File: config.mk
export PLATFORM = sky130hd
export DESIGN_NAME = ahb_arbiter
export DESIGN_NICKNAME = d
export VERILOG_FILES = /design/src/rtl/ahb_arb_pkg.sv /design/src/rtl/ahb_rr_picker.sv /design/src/rtl/ahb_arbiter.sv
export SDC_FILE = /design/constraint.sdc
export NUM_CORES = 1
export LEC_CHECK = 0
export BUFFER_PORTS_ARGS = -buffer_cell sky130_fd_sc_hd__buf_4
export CAP_MARGIN = 25
export CORE_ASPECT_RATIO = 1.25
export CORE_MARGIN = 3
export CORE_UTILIZATION = 40
export DETAILED_ROUTE_END_ITERATION = 8
export GPL_TIMING_DRIVEN = 0
export PLACE_DENSITY = 0.6
export SYNTH_ARGS = -nofsm -noshare
export SYNTH_HDL_FRONTEND = slang
export SYNTH_HIERARCHICAL = 1
export SYNTH_SLANG_ARGS = --single-unit
File: constraint.sdc
create_clock -name hclk -period 2.35 [get_ports hclk]
set_input_delay 0.5875 -clock hclk [delete_from_list [all_inputs] [get_ports hclk]]
set_output_delay 0.5875 -clock hclk [all_outputs]
set_load 0.005 [all_outputs]
File: src/rtl/ahb_arb_pkg.sv
// Shared AHB arbiter types: FSM states, htrans/hburst codes and
// the helper that maps a burst type to its remaining-beat count.
package ahb_arb_pkg;

   typedef enum logic [1:0] {
      ST_IDLE,
      ST_GRANTED,
      ST_BURST,
      ST_LOCKED
   } arb_state_e;

   localparam logic [1:0] HTRANS_IDLE   = 2'b00;
   localparam logic [1:0] HTRANS_BUSY   = 2'b01;
   localparam logic [1:0] HTRANS_NONSEQ = 2'b10;
   localparam logic [1:0] HTRANS_SEQ    = 2'b11;

   localparam logic [2:0] HBURST_SINGLE = 3'd0;
   localparam logic [2:0] HBURST_INCR   = 3'd1;
   localparam logic [2:0] HBURST_WRAP4  = 3'd2;
   localparam logic [2:0] HBURST_INCR4  = 3'd3;
   localparam logic [2:0] HBURST_WRAP8  = 3'd4;
   localparam logic [2:0] HBURST_INCR8  = 3'd5;
   localparam logic [2:0] HBURST_WRAP16 = 3'd6;
   localparam logic [2:0] HBURST_INCR16 = 3'd7;

   // SEQ beats still to come after the NONSEQ; 0 means not a burst
   function automatic logic [3:0] burst_beats(input logic [2:0] hburst);
      case (hburst)
         HBURST_SINGLE, HBURST_INCR:   return 4'd0;
         HBURST_WRAP4,  HBURST_INCR4:  return 4'd3;
         HBURST_WRAP8,  HBURST_INCR8:  return 4'd7;
         HBURST_WRAP16, HBURST_INCR16: return 4'd15;
         default:                      return 4'd0;
      endcase
   endfunction

endpackage

File: src/rtl/ahb_rr_picker.sv
// Round-robin picker: one-hot winner among req, searching from ptr
// upward and wrapping to 0. Ports: req, ptr in; gnt (0 if no req) out.
module ahb_rr_picker #(
   parameter int NUM_MGR   = 4,
   parameter int PTR_WIDTH = 2
) (
   input  logic [NUM_MGR-1:0]   req,
   input  logic [PTR_WIDTH-1:0] ptr,
   output logic [NUM_MGR-1:0]   gnt
);

   logic [NUM_MGR-1:0] mask;
   logic [NUM_MGR-1:0] hi;
   logic [NUM_MGR-1:0] sel;

   // requests at or above ptr win first; otherwise wrap to the bottom
   always_comb begin
      mask = ~((NUM_MGR'(1) << ptr) - NUM_MGR'(1));
      hi   = req & mask;
      sel  = (|hi) ? hi : req;
      gnt  = sel & (~sel + NUM_MGR'(1));
   end

endmodule

File: src/rtl/ahb_arbiter.sv
// AHB bus arbiter: round-robin grant with burst and locked-sequence hold.
// In: hclk, hreset, hbusreq, hlock, htrans, hburst, hready.
// Out: hgrant (one-hot), hmaster, hmaster_data, hmastlock.
module ahb_arbiter
   import ahb_arb_pkg::*;
#(
   parameter int NUM_MGR       = 4,
   parameter int HMASTER_WIDTH = 2,
   parameter int DEFAULT_MGR   = 0
) (
   input  logic                     hclk,
   input  logic                     hreset,
   input  logic [NUM_MGR-1:0]       hbusreq,
   input  logic [NUM_MGR-1:0]       hlock,
   input  logic [1:0]               htrans,
   input  logic [2:0]               hburst,
   input  logic                     hready,
   output logic [NUM_MGR-1:0]       hgrant,
   output logic [HMASTER_WIDTH-1:0] hmaster,
   output logic [HMASTER_WIDTH-1:0] hmaster_data,
   output logic                     hmastlock
);

   arb_state_e               state_q, state_d;
   logic [3:0]               cnt_q, cnt_d;
   logic [NUM_MGR-1:0]       grant_q, grant_d;
   logic [HMASTER_WIDTH-1:0] last_q, last_d;
   logic [HMASTER_WIDTH-1:0] ptr;
   logic [HMASTER_WIDTH-1:0] win_idx;
   logic [NUM_MGR-1:0]       win;
   logic [3:0]               beats;
   logic                     arb;
   logic                     own_lock;
   logic                     own_hlock;

   assign ptr = (last_q == HMASTER_WIDTH'(NUM_MGR - 1))
              ? '0 : last_q + HMASTER_WIDTH'(1);

   ahb_rr_picker #(
      .NUM_MGR   (NUM_MGR),
      .PTR_WIDTH (HMASTER_WIDTH)
   ) u_picker (
      .req (hbusreq),
      .ptr (ptr),
      .gnt (win)
   );

   always_comb begin
      hmaster = '0;
      win_idx = '0;
      for (int i = 0; i < NUM_MGR; i++) begin
         if (grant_q[i]) hmaster = HMASTER_WIDTH'(i);
         if (win[i])     win_idx = HMASTER_WIDTH'(i);
      end
   end

   assign hgrant    = grant_q;
   // grant cannot move while locked, so the owner is the locker
   assign hmastlock = (state_q == ST_LOCKED);
   assign own_hlock = |(hlock & grant_q);
   assign own_lock  = |(hlock & hbusreq & grant_q);

   always_comb begin
      state_d = state_q;
      cnt_d   = cnt_q;
      grant_d = grant_q;
      last_d  = last_q;
      arb     = 1'b0;
      beats   = burst_beats(hburst);
      if (hready) begin
         unique case (state_q)
            ST_IDLE, ST_GRANTED: begin
               // lock and burst start keep the owner; else rearbitrate
               if (own_lock) begin
                  state_d = ST_LOCKED;
               end else if (htrans == HTRANS_NONSEQ && beats != 4'd0) begin
                  state_d = ST_BURST;
                  cnt_d   = beats;
               end else begin
                  arb = 1'b1;
               end
            end
            ST_BURST: begin
               unique case (htrans)
                  HTRANS_IDLE, HTRANS_NONSEQ: begin
                     cnt_d = '0;
                     arb   = 1'b1;
                  end
                  HTRANS_SEQ: begin
                     if (cnt_q <= 4'd1) begin
                        cnt_d = '0;
                        arb   = 1'b1;
                     end else begin
                        cnt_d = cnt_q - 4'd1;
                     end
                  end
                  HTRANS_BUSY: ;
                  default: ;
               endcase
            end
            ST_LOCKED: begin
               if (!own_hlock && htrans == HTRANS_IDLE) arb = 1'b1;
            end
            default: ;
         endcase
      end
      if (arb) begin
         if (|hbusreq) begin
            grant_d = win;
            last_d  = win_idx;
            state_d = ST_GRANTED;
         end else begin
            state_d = ST_IDLE;
         end
      end
   end

   always_ff @(posedge hclk or posedge hreset) begin
      if (hreset) begin
         state_q      <= ST_IDLE;
         cnt_q        <= '0;
         grant_q      <= NUM_MGR'(1) << DEFAULT_MGR;
         last_q       <= HMASTER_WIDTH'(DEFAULT_MGR);
         hmaster_data <= HMASTER_WIDTH'(DEFAULT_MGR);
      end else begin
         state_q <= state_d;
         cnt_q   <= cnt_d;
         grant_q <= grant_d;
         last_q  <= last_d;
         if (hready) hmaster_data <= hmaster;
      end
   end

endmodule

==> impl_metrics.json, run 1 <==
{
  "status": "finished clean",
  "cts_tree": "done",
  "finalHoldViolCount": 0,
  "hold_path_class": "in -> async",
  "dp_hpwl_um": 1670,
  "ys_ff_latch": 14,
  "path_clk_slew_ns": 0.09,
  "clk_latency_ns": 0.28,
  "power.density_mw_per_mm2": 1090,
  "chipHeight_um": 60.6,
  "grt_usage": 0.156,
  "postLayoutCoreUtil": 0.537,
  "synth_area_leaders": "dfrtp_1, o21ai_0, mux2_4, ha_1, inv_1",
  "postCtsSetupBuffers": 0,
  "cts_resized": 0,
  "fin_crit_sh": 0.852,
  "fin_skew_ns": 0.00219,
  "syn_inst": 102,
  "drt_wl_total_um": 2130,
  "antenna_cells": 0,
  "synth_top_area_frac": 0.342,
  "drive_gt1_frac": 0.318,
  "cts_buffers": 3,
  "rrSetupSlack_ns": 0.35,
  "synth-edff-count": 0,
  "r2r_cells": 5,
  "core_mm2": 0.00223,
  "synth.top_cells.by_count": "dfrtp_1, inv_1, nor2_1, o21ai_0, a21oi_1",
  "regToRegStartpoint": "hgrant[1]",
  "clock.fmax_mhz": 499,
  "drcViolationCount": 0,
  "synth_ff_type": "dfrtp_1",
  "critical_path_arrival_ns": 2.18,
  "worstMarginPinSlew_ns": 0.570,
  "p_leak_nw": 0.596,
  "syn-cell-area_um2": 952,
  "worstPathMaxFanout": 6,
  "worstSetupPathType": "reg -> reg",
  "rsz0062_at_grt": "no",
  "first_global_vias": 806,
  "cts-root-buf": "clkbuf_4",
  "tns_ns": 0,
  "grt_first_pass_wirelength_um": 3590,
  "grt_antenna_before_repair": 0,
  "wl_per_cell_um": 13.3,
  "synth_area_leader_cell": "dfrtp_1",
  "yosysUniqueCellTypes": 35,
  "drt_pass1_iterations": 4,
  "die-width_um": 49.6,
  "port_buffers": 23,
  "cp.required_ns": 2.52,
  "clkSinkCount": 14,
  "final_nets": 149,
  "grt_overflow_total": 0,
  "slew_headroom": 0.620,
  "viasPerCell": 5.46,
  "crit_path_end_kind": "register",
  "syn-num-nets": 121,
  "die-area_mm2": 0.00301,
  "drtIter0Drc": 18,
  "dr_total_vias": 873,
  "startpoint_type": "register",
  "r2r-end": "hgrant[1]",
  "yosys_warnings": 6,
  "timing.hold.ws_ns": 0.361,
  "synthToLayoutAreaGrowth_pct": 26.0,
  "max-clock-path-buffers": 2,
  "synth_seq_area_share": 0.369,
  "finalSetupViolCount": 0,
  "avgSynthCellArea_um2": 9.33,
  "initial_utilization": 0.426,
  "synth_most_common_cell": "dfrtp_1",
  "cts_hold_buf": 0,
  "row_count": 19,
  "htree_levels": 1,
  "final_antenna_net_count": 0,
  "finalMaxSlewViolations": 0,
  "num_io_pins": 25,
  "drv_cap": 0,
  "min_period_ns": 2.00,
  "peakVddDrop_mv": 0.588,
  "async_reset_ff_frac": 1.00,
  "place_congestion": 0.809,
  "grt_max_degree": 15
}
critical path, stage by stage, from the launching register on:
cell and delay [ns]:
dfrtp_1 0.45, a222oi_1 0.33, a21boi_1 0.13, a311oi_2 0.45, nand3b_4 0.21, mux2_4 0.33
report_power, final:
group | internal, mW | switching (mW)
registers | 0.349 | 0.0937
logic | 0.362 | 0.329
clock network | 0.0942 | 0.0824
final cells by class:
| cell class | instances | area (µm²) |
|---|---|---|
| tap | 31 | 38.8 |
| multi-input combinational | 77 | 559 |
| clock buffer | 4 | 36.3 |
| sequential | 14 | 352 |
| fill | 228 | 1030 |
| inverter | 11 | 41.3 |
| timing repair buffer | 23 | 173 |
layout by cell type (no fill, tap or decap), types with 3 or more instances in the layout:
cell      count
nand2b_1      3
inv_1        10
clkbuf_4      3
nand3_1       5
o21ai_0      10
nand4_1       3
dfrtp_1      13
mux2_4        3
o211ai_1      3
nor2_1       10
ha_1          3
buf_4        23
a21oi_1       6
mux2i_1       3
worst max path at each step:
stage / cells after the start / slack (ns) / end / startpoint
floorplan: 5 / 0.35 / hgrant[1] / hlock[0]
global placement: 6 / 0.05 / hgrant[1] / hlock[0]
detailed placement: 6 / 0.04 / hgrant[1] / hlock[0]
CTS: 5 / 0.31 / hgrant[3] / hgrant[1]
global route: 5 / 0.22 / hgrant[3] / hgrant[1]
finish: 5 / 0.35 / hgrant[1] / hgrant[1]
layer usage:
| layer | track usage | vias to the layer above | share of wire |
|---|---|---|---|
| li1 | - | 433 | - |
| met4 | 0.0711 | 0 | 0.0080 |
| met1 | 0.215 | 417 | 0.49 |
| met2 | 0.242 | 21 | 0.44 |
| met5 | 0 | - | 0 |
| met3 | 0.0270 | 2 | 0.056 |
logic make-up (layout without fill, tap and decap cells):
kind of cell | Yosys count | count (layout) | synth area share
buffers and inverters | 11 | 38 | 0.0434
and+or+nand+nor | 32 | 32 | 0.185
AOI/OAI and AO/OA | 34 | 34 | 0.260
DFF | 14 | 14 | 0.369
muxes | 8 | 8 | 0.102
adders and majority gates | 3 | 3 | 0.0394
registers in the layout, summed over array words and instances (netlist names):
signal,flops
cnt_q,4
hgrant,4
hmaster_data,2
last_q,2
state_q,2
through the flow:
step           power [mW]  instance area, µm²  std cells  setup slack [ns]
4_1_cts              1.32                1200        160             0.310
3_3_place_gp         1.12                1160        156            0.0532
6_report             1.31                1200        160             0.347
2_1_floorplan       0.901                 952        102             0.345
3_5_place_dp         1.14                1160        156            0.0416
5_1_grt              1.43                1200        160             0.224
(Power assumes the default switching activity.)
==> run 2: changes to the inputs <==
--- a/config.mk
+++ b/config.mk
@@ -7,12 +7,12 @@
 export LEC_CHECK = 0
 export BUFFER_PORTS_ARGS = -buffer_cell sky130_fd_sc_hd__buf_4
 export CAP_MARGIN = 25
-export CORE_ASPECT_RATIO = 1.25
 export CORE_MARGIN = 3
 export CORE_UTILIZATION = 40
 export DETAILED_ROUTE_END_ITERATION = 8
 export GPL_TIMING_DRIVEN = 0
 export PLACE_DENSITY = 0.6
+export RECOVER_POWER = 25
 export SYNTH_ARGS = -nofsm -noshare
 export SYNTH_HDL_FRONTEND = slang
 export SYNTH_HIERARCHICAL = 1
==> impl_metrics.json, run 2 (synthesis results as in run 1) <==
{
  "final_antenna_net_count": 0,
  "initial_utilization": 0.426,
  "clk_latency_ns": 0.28,
  "path_delay_family": "compound AO/OA/AOI/OAI gates",
  "grt_antenna_before_repair": 0,
  "worstPathCellList": "a222oi_1, a21boi_1, a311oi_2, nand3b_4, mux2_4",
  "wl_per_cell_um": 14.3,
  "worstMarginPinSlew_ns": 0.542,
  "grt_util_met1": 0.213,
  "postCtsSetupBuffers": 0,
  "cts_hold_buf": 0,
  "viasPerCell": 5.59,
  "chipHeight_um": 54.8,
  "crit_path_end_kind": "register",
  "cpMaxStageDelayCell": "dfrtp_1",
  "grt_max_degree": 15,
  "worstPathMaxFanout": 6,
  "clock.fmax_mhz": 504,
  "min_period_ns": 1.98,
  "status": "finished clean",
  "cts-root-buf": "clkbuf_4",
  "multi_input_area_um2": 559,
  "num_io_pins": 25,
  "drtIter0Drc": 27,
  "htree_levels": 1,
  "grt_usage": 0.170,
  "hold_path_class": "in -> async",
  "p_total_mw": 1.32,
  "synthToLayoutAreaGrowth_pct": 25.6,
  "grt_first_pass_wirelength_um": 3540,
  "final_cell_mix": "buf_4, dfrtp_1, inv_1, nor2_1, o21ai_0",
  "grt_overflow_total": 0,
  "clkSinkCount": 14,
  "finalMaxSlewViolations": 0,
  "dr_total_vias": 878,
  "antenna_cells": 0,
  "cts_tree": "done",
  "postLayoutCoreUtil": 0.536,
  "startpoint_type": "register",
  "slowest_delay_ns": 0.45,
  "seq_area_um2": 352,
  "drive_gt1_frac": 0.318,
  "fin_crit_sh": 0.845,
  "final_nets": 149,
  "cts_buffers": 3,
  "max-clock-path-buffers": 2,
  "rrSetupSlack_ns": 0.37,
  "peakVddDrop_mv": 0.690,
  "core_mm2": 0.00223,
  "drt_wl_total_um": 2250,
  "critPathBufInv": 0,
  "fin_skew_ns": 0.00192,
  "mostFrequentLayoutCell": "buf_4",
  "drv_cap": 0,
  "rsz0062_at_grt": "no",
  "top_usage_layer": "met2",
  "path_clk_slew_ns": 0.09,
  "die-area_mm2": 0.00300,
  "cts_resized": 0,
  "first_global_vias": 801,
  "power.density_mw_per_mm2": 1100,
  "die-width_um": 54.8,
  "finalSetupViolCount": 0,
  "grt_util_met2": 0.278,
  "timing.hold.ws_ns": 0.343,
  "tns_ns": 0,
  "p_leak_nw": 0.595,
  "place_congestion": 0.771,
  "drt_pass1_iterations": 4,
  "slew_headroom": 0.638,
  "finalHoldViolCount": 0,
  "fillers": 216,
  "worstSetupPathType": "reg -> reg",
  "grt_use_met3": 0.0354,
  "port_buffers": 23,
  "cp.required_ns": 2.52,
  "critical_path_arrival_ns": 2.15,
  "drcViolationCount": 0,
  "row_count": 17,
  "dp_hpwl_um": 1810
}
-- run 2: cell count changes in the layout (fill, tap and decap cells not counted), sizes merged --
| cell | before | now |
|---|---|---|
| buf | 23 | 22 |
| clkbuf | 4 | 5 |
-- run 2: final cells by class --
class | instances | share of cell area
repair buffers | 23 | 0.144
inverters | 11 | 0.0345
clock buffers | 4 | 0.0303
well taps | 28 | 0.0293
multi-input cells | 77 | 0.468
flip-flops and latches | 14 | 0.294
-- run 2: per-stage QoR --
step,std cells,worst slack [ns],instance area (µm²)
final,157,0.365,1200
after global routing,157,0.179,1200
after CTS,157,0.351,1200
after detailed placement,153,0.0899,1160
after global placement,153,0.0824,1160
after floorplan,102,0.345,952
-- run 2: per-layer routing --
metal	part of all wire	wire length (µm)
met2	0.48	1090
met5	0	0
met1	0.44	1000
met3	0.060	136
met4	0.010	23
-- run 2: final timing paths --
path                       cells past startpoint               to            start
setup / recovery                               5        hgrant[1]        hgrant[1]
min in group hclk                              1  hmaster_data[0]  hmaster_data[0]
hold reg to reg                                1  hmaster_data[0]  hmaster_data[0]
setup reg to reg                               5        hgrant[1]        hgrant[1]
max in group asynchronous                      2        hgrant[0]           hreset
hold / removal                                 2         cnt_q[1]           hreset
-- run 2: power breakdown --
part	internal (mW)	total (mW)	switching [mW]
Combinational	0.361	0.695	0.333
Clock	0.0942	0.176	0.0821
Sequential	0.349	0.447	0.0978
